File: config.mk
export PLATFORM = sky130hd
export DESIGN_NAME = line_fetch_ctrl
export DESIGN_NICKNAME = d
export VERILOG_FILES = /design/src/rtl/line_fetch_ctrl.sv
export SDC_FILE = /design/constraint.sdc
export NUM_CORES = 1
export LEC_CHECK = 0
export ABC_CLOCK_PERIOD_IN_PS = 2300
export BUFFER_PORTS_ARGS = -buffer_cell sky130_fd_sc_hd__clkbuf_2
export CORE_MARGIN = 5
export CORE_UTILIZATION = 25
export DETAILED_ROUTE_END_ITERATION = 8
export GPL_TIMING_DRIVEN = 0
export PLACE_DENSITY = 0.46
export SLEW_MARGIN = 20
export SYNTH_ARGS = -nofsm -noshare
export SYNTH_HDL_FRONTEND = slang
export SYNTH_SLANG_ARGS = --single-unit
export TNS_END_PERCENT = 30
File: constraint.sdc
create_clock -name clk -period 2.3 [get_ports clk]
set_input_delay 0 -clock clk [delete_from_list [all_inputs] [get_ports clk]]
set_output_delay 0 -clock clk [all_outputs]
set_load 0.02 [all_outputs]
File: src/rtl/line_fetch_ctrl.sv
// line_fetch_ctrl: fetches each display line from the frame buffer into the off-screen half of a line buffer pair.
// Define LINE_FETCH_STATS_EN to add the fetch_cnt/miss_cnt statistics outputs.
module line_fetch_ctrl #(
    parameter int H_ACTIVE_PIXEL = 1280,
    parameter int H_TOTAL        = 1650,
    parameter int H_WIDTH        = 11,
    parameter int V_ACTIVE_LINE  = 720,
    parameter int V_TOTAL        = 750,
    parameter int V_WIDTH        = 10,
    parameter int ADDR_WIDTH     = 32,
    parameter int LINE_STRIDE    = 5120,
    parameter int LINE_BYTES     = 5120
) (
    input  logic                  clk,
    input  logic                  rst,
    input  logic [H_WIDTH-1:0]    h_cnt,
    input  logic [V_WIDTH-1:0]    v_cnt,
    input  logic [ADDR_WIDTH-1:0] fb_base,
    output logic                  rd_req,
    output logic [ADDR_WIDTH-1:0] rd_addr,
    output logic [15:0]           rd_len,
    input  logic                  rd_ack,
    input  logic                  rd_done,
    output logic                  buf_sel,
    output logic                  line_ready,
    output logic                  underflow,
`ifdef LINE_FETCH_STATS_EN
    output logic [15:0]           fetch_cnt,
    output logic [15:0]           miss_cnt,
`endif
    input  logic                  underflow_clr
);
    // The trigger must fall inside the line; clamp guards against a degenerate timing setup.
    localparam int TRIG_H = (H_ACTIVE_PIXEL < H_TOTAL) ? H_ACTIVE_PIXEL : H_TOTAL - 1;

    typedef enum logic [1:0] {IDLE, REQ, XFER} state_t;

    state_t                state, state_n;
    logic [ADDR_WIDTH-1:0] line_addr, line_addr_n;
    logic                  line0, trig, line_start, done_evt, uf_set;

    assign line0       = v_cnt == V_WIDTH'(V_TOTAL - 1);
    assign trig        = h_cnt == H_WIDTH'(TRIG_H) && (line0 || v_cnt < V_WIDTH'(V_ACTIVE_LINE - 1));
    assign line_start  = h_cnt == '0 && v_cnt < V_WIDTH'(V_ACTIVE_LINE);
    assign done_evt    = state == XFER && rd_done;
    assign uf_set      = (trig && state != IDLE) || (line_start && !line_ready);
    assign line_addr_n = line0 ? fb_base : line_addr + ADDR_WIDTH'(LINE_STRIDE);
    assign rd_req      = state == REQ;

    always_comb begin
        state_n = state;
        if (state == IDLE && trig)
            state_n = REQ;
        else if (state == REQ && rd_ack)
            state_n = XFER;
        else if (done_evt)
            state_n = IDLE;
    end

    // line_addr tracks every trigger so a dropped fetch still advances the address sequence.
    always_ff @(posedge clk or negedge rst) begin
        if (!rst) begin
            state      <= IDLE;
            line_addr  <= '0;
            rd_addr    <= '0;
            rd_len     <= '0;
            buf_sel    <= 1'b0;
            line_ready <= 1'b0;
            underflow  <= 1'b0;
        end else begin
            state <= state_n;
            if (trig)
                line_addr <= line_addr_n;
            if (trig && state == IDLE) begin
                rd_addr <= line_addr_n;
                rd_len  <= 16'(LINE_BYTES);
            end
            if (line_start && line_ready)
                buf_sel <= ~buf_sel;
            line_ready <= done_evt | (line_ready & ~line_start);
            underflow  <= uf_set | (underflow & ~underflow_clr);
        end
    end

`ifdef LINE_FETCH_STATS_EN
    always_ff @(posedge clk or negedge rst) begin
        if (!rst) begin
            fetch_cnt <= '0;
            miss_cnt  <= '0;
        end else begin
            fetch_cnt <= underflow_clr ? '0 : (done_evt && fetch_cnt != 16'hFFFF) ? fetch_cnt + 16'd1 : fetch_cnt;
            miss_cnt  <= underflow_clr ? '0 : (uf_set && miss_cnt != 16'hFFFF) ? miss_cnt + 16'd1 : miss_cnt;
        end
    end
`endif
endmodule

Word-level counts from Yosys, hierarchy flattened:

Cells that the tools add are included.

* input port bits: 58
* output and inout port bits: 52
* logic and storage cells: 40
* register bits: 70

* bitwise operators: 7
* equal/unequal tests: 4
* mux-type cells: 4
* reductions and logical operators: 15
* add/subtract/negate cells: 1
* order comparisons: 2

Operator list (count)
* $add 32x13->32 const B: 1
* $mux 32: 1
* $lt 10x10->1 const B: 2
* $eq 11x11->1 const B: 1
* $logic_not 11->1: 1
* $eq 10x10->1 const B: 1
* $logic_and 1x1->1: 8
* $mux 2: 3
* $not 1->1: 3
* $reduce_bool 3->1: 1
* $and 1x1->1: 2
* $eq 2x1->1 const B: 1
* $eq 2x2->1 const B: 1
* $logic_not 2->1: 1
* $logic_or 1x1->1: 2
* $or 1x1->1: 2
* $reduce_bool 2->1: 1
* $logic_not 1->1: 1

Depth between registers and ports, before layout:

* depth in word-level cells: 6
* mapped depth: 7
* gate-level depth less buffers: 6

Worst setup path before layout:

No wires, ideal clock.

* path kind: reg-to-reg
* start: register line_addr[10]
* end: register rd_addr[30]
* slack: 0.093 ns
* clock period less this slack: 2.207 ns
* cell stages (with the launch flop): 7
* arrival time: 2.129 ns
* data required time: 2.222 ns
* cells stage by stage: dfrtp_1 ha_1 o211ai_1 or4_1 or3_1 a311o_1 o2bb2ai_1

* word-level cells in the longest chain between the ends: 2

Ends and longest elaborated chain
* start: declaration: RTL line 39 `logic [ADDR_WIDTH-1:0] line_addr, line_addr_n;`
* start signal: assignment: RTL line 73 `line_addr <= line_addr_n;`
* $add 32x13->32: RTL line 47 `assign line_addr_n = line0 ? fb_base : line_addr + ADDR_WIDTH'(LINE_STRIDE);`
* $mux 32: RTL line 47
* end signal: assignment: RTL line 75 `rd_addr <= line_addr_n;`
* end: declaration: RTL line 20 `output logic [ADDR_WIDTH-1:0] rd_addr,`

Every way passes these cells.
A chain may end at the register's enable or synchronous reset.

Worst setup path in the final report:

* start: register line_addr[16]
* end: register line_addr[31]

* word-level cells in the longest chain between the ends: 2

Ends and longest elaborated chain (RTL line)
* $add 32x13->32: 47
* $mux 32: 47

Every way passes these cells.

==> impl_summary.md <==
Yosys
The synthesized netlist devotes roughly 20% of its cell area to compound gates. Dividing the synthesized area by the synthesized cell count gives slightly below 10 sq um. The cell area after synthesis is around 3800 sq um.

The cell accounting for the most synthesized area is dfrtp_1. The Yosys step of the flow raised 0 warnings. The count of flip-flops with a built-in enable after synthesis is 0.

The share of the synthesized area in the top cell type is roughly 46%. The number of synthesized register bits is 70. In the synthesized netlist, the cells that appear most often are dfrtp_1, o21ai_0, nor2_1, o21ai_1, buf_4. Of the total synthesized cell area, the portion taken by full adders, half adders and majority gates is 0.326%.

Multiplexer cells account for a little under a tenth of the synthesized area. In the post-synthesis netlist, the cell with the most instances is dfrtp_1. In this run, distinct cell masters in the synthesized netlist total 57.

The simple-gate share of the synthesized area is approximately 15%. Sequential elements use a little under half of the synthesized area. For this run, the leading register cell type out of synthesis is dfrtp_1. The cell count after synthesis is just under 400. In the post-synthesis netlist, the biggest area contributors are dfrtp_1, o21ai_0, mux2i_1. The largest family of logic cells by synthesized area is compound AO/OA/AOI/OAI gates.

Summing the areas of all xor and xnor instances in the mapped netlist gives between 3 and 4% of the synthesized area. The fraction of synthesis flops using an asynchronous set or reset pin is 100%.

Worst setup path
The category of the worst setup path capture point is a register. The biggest fanout along the worst timing path is 7. The data required time at the worst endpoint is between 2 and 3 ns. STA puts the critical path data arrival time at roughly 2.5 ns. The kind of cell with the highest combined delay along the critical path is simple AND/OR/NAND/NOR gates.

The maximum single-stage delay on the critical path is about 0.6 ns. The critical path contains buffers and inverters numbering 0 combined. The slowest library cell on the worst path is or4_4.

The signal on the critical path passes through nand4_1 > or4_4 > or4_1 > a311o_1 > o21ai_1. The worst setup path is launched from a register. The path type of the worst setup path is reg2reg.

Placement
Including well taps, the total number of placed cells is a little under 700. Timing analysis after detailed placement gives a worst setup slack of -0.309 ns. The global placer's final weighted congestion is about 0.79. Detailed placement finished with a half-perimeter wire length of about 9000 microns. Buffers placed on the I/O ports in this run total 95.

Global routing
The via count of the first global-routing pass came to between 3,000 and 4,000. The number of antenna violations at the first check in global routing is 0. The total congestion overflow is 0. The global routing usage summed across all routing layers is between 10% and 20%. The pin count of the biggest net entering global routing is 43. The first-pass GRT wire length is 19,300 microns.

Floorplanning
After floorplanning, the core was sized to cover 15,100 sq um. The horizontal die dimension is between 100 and 150 microns. During I/O placement, the number of pins put on the boundary was 110. The placement row count is between 40 and 50.

The overall die area is between 15,000 and 20,000 sq um. The starting density of the core is between 20 and 30%. The die extent in y is 134 microns.

STA
The period utilization is 95.6%. The worst path meets setup with approximately 0.10 ns of slack. The max-slew violation count was 0.

Measured against its own limit, the worst slew margin works out to between 30% and 40%. The achievable frequency is between 400 and 500 MHz. The worst clock skew on the final layout is about 0.0095 ns. The final number of hold-violating endpoints was 0. Setup repair after global routing could not meet its margin everywhere. Setup violations remaining at the end of the flow were counted as 0. At the pin with the least slew margin, the transition time is about 0.9 ns. The total negative setup slack is 0 ns. The minimum period implied by the final worst setup slack is roughly 2.2 ns.

Power
The areal power density over the cells is between 500 and 600 nW/um^2. The relative contribution of sequential cells to total power is between 30% and 40%. The total internal power is 2.42 mW. The total net switching power is between 0.6 and 0.7 mW. Combinational logic burns under 10% of the power. The total power draw is ~3.1 mW.

The analysis attributes to cell leakage a power of approximately 2.6 nW. VDD sags by at most 0.509 mV. The clock network is responsible for 53.1% of the overall power. Net switching is between 20% and 30% of the power.

Layout
At the end of the flow the core is filled with cells to between 30% and 40%. The ratio of cells with drive above 1 in the final layout is about a third. The finished layout holds approximately 740 standard cells, fillers aside. 0 antenna diodes ended up in the layout. The area overhead of the layout relative to synthesis is 40.0%. The number of nets in the layout is around 600.

Clock tree
For this design, the sink count on the clock tree is 70. The H-tree generated during clock tree synthesis spans 3 levels. Clock-pin slew was measured on the worst setup and hold paths at 0.06 ns.

The TritonCTS clock tree is yes. TritonCTS created 9 clock buffers. In this run the deepest clock path goes through 2 buffers. The clock latency on the worst-skew pair is approximately 0.34 ns.

The CTS root buffer is clkbuf_16.

Min path
The path class of the tightest hold or removal check is in2reg.

Drt
In the routed layout, each cell is associated on average with a via count of about 4.8. The detailed-route wire length is 12,400 microns. The first TritonRoute pass finished after 4 iterations. The number of DRC violations after detailed routing is 0.

The detailed-route wire length per cell is ~17 microns. The starting DRC count in detailed routing is 110. The count of nets left with antenna violations once routing finished came out at 0.

Detailed routing inserted a total of around 3,500 vias.

Job
The max-cap violation count is 0.

Status
The flow ran to the end, and the final reports show no timing, DRC or antenna violations.
## per-layer routing
| metal | up-vias | global-route usage (%) | wire, microns |
|---|---|---|---|
| met2 | 106 | 21.5 | 5540 |
| met4 | 0 | 3.60 | 145 |
| met1 | 1692 | 18.0 | 5630 |
| met3 | 10 | 5.44 | 1040 |
| li1 | 1733 | - | - |
| met5 | - | 0 | 0 |
## sequential cells by signal, summed over array words and instances, names as in the netlist
register,count
buf_sel,1
rd_len,1
state,2
underflow,1
rd_addr,32
line_ready,1
line_addr,32
## cell usage in the layout, fill, tap and decap left out, drive strengths merged, types with 3 or more instances in the layout
master         n
o21ai         62
nor4           7
mux2          17
nand3b         3
dfrtp         70
xnor2          7
nor3           6
or4            6
nand4         11
bufinv         3
mux2i         15
a2bb2oi        7
xor2           7
o2bb2ai        5
a311o          3
nand3          4
nand2         18
dlygate4sd3   22
inv            6
nor2b          4
a2111oi        4
a21o           4
buf           43
conb          14
o2111ai        4
clkbuf       120
a21oi         15
nor2          31
## worst min-delay path, cell delays in order
cell and delay [ns]:
clkbuf_2 0.10, mux2i_1 0.09, o21ai_1 0.12
## metrics by stage
| stage | cell area (sq um) | hold WS [ns] |
|---|---|---|
| finish | 5370 | 0.0193 |
| global route | 5370 | 0.0328 |
| CTS | 5280 | 0.00167 |
| detailed placement | 4630 | -0.00340 |
| global placement | 4600 | 0.253 |
| floorplan | 3890 | -0.296 |
## cell families after synthesis
logic type	count (synthesis)
XOR/XNOR	14
flip-flops	70
AO/OA/AOI/OAI	121
multiplexers	32
buffers and inverters	48
AND/OR/NAND/NOR	105
other	1
adder cells (fa/ha/maj)	1
## power by group through the flow
stage	clock [mW]	sequential (mW)	combinational (mW)
global route	1.74	1.24	0.240
CTS	1.68	1.24	0.218
floorplan	0	1.26	0.0729
detailed placement	0	1.26	0.188
finish	1.64	1.24	0.217
global placement	0	1.26	0.179
## worst paths after layout
kind	from	endpoint	slack, ns	cells past startpoint
max in group asynchronous	rst	line_addr[18]	1.54	3
setup / recovery	line_addr[16]	line_addr[31]	0.10	5
min in group asynchronous	rst	line_addr[9]	0.16	2
hold reg to reg	buf_sel	buf_sel	0.47	1
hold / removal	fb_base[21]	rd_addr[21]	0.02	3
setup reg to reg	line_addr[16]	line_addr[31]	0.10	5
## final cells by class
cell class / instances / area (sq um)
fill: 1512 / 9770
clock buffer: 11 / 243
multi-input combinational: 287 / 1910
sequential: 70 / 1760
inverter: 6 / 22.5
timing repair buffer: 134 / 846
tap: 188 / 235
clock inverter: 5 / 106
buffer: 40 / 250
## timing repair
| action | 4_1_cts | 5_1_grt |
|---|---|---|
| gates resized for setup | 13 | 6 |
| hold endpoints to repair | 61 | 0 |
| hold buffers | 22 | 0 |
| setup buffers | 5 | 11 |
| endpoints found under the setup margin | 7 | 5 |
| pin swaps | 5 | 6 |
(Power assumes the default switching activity.)
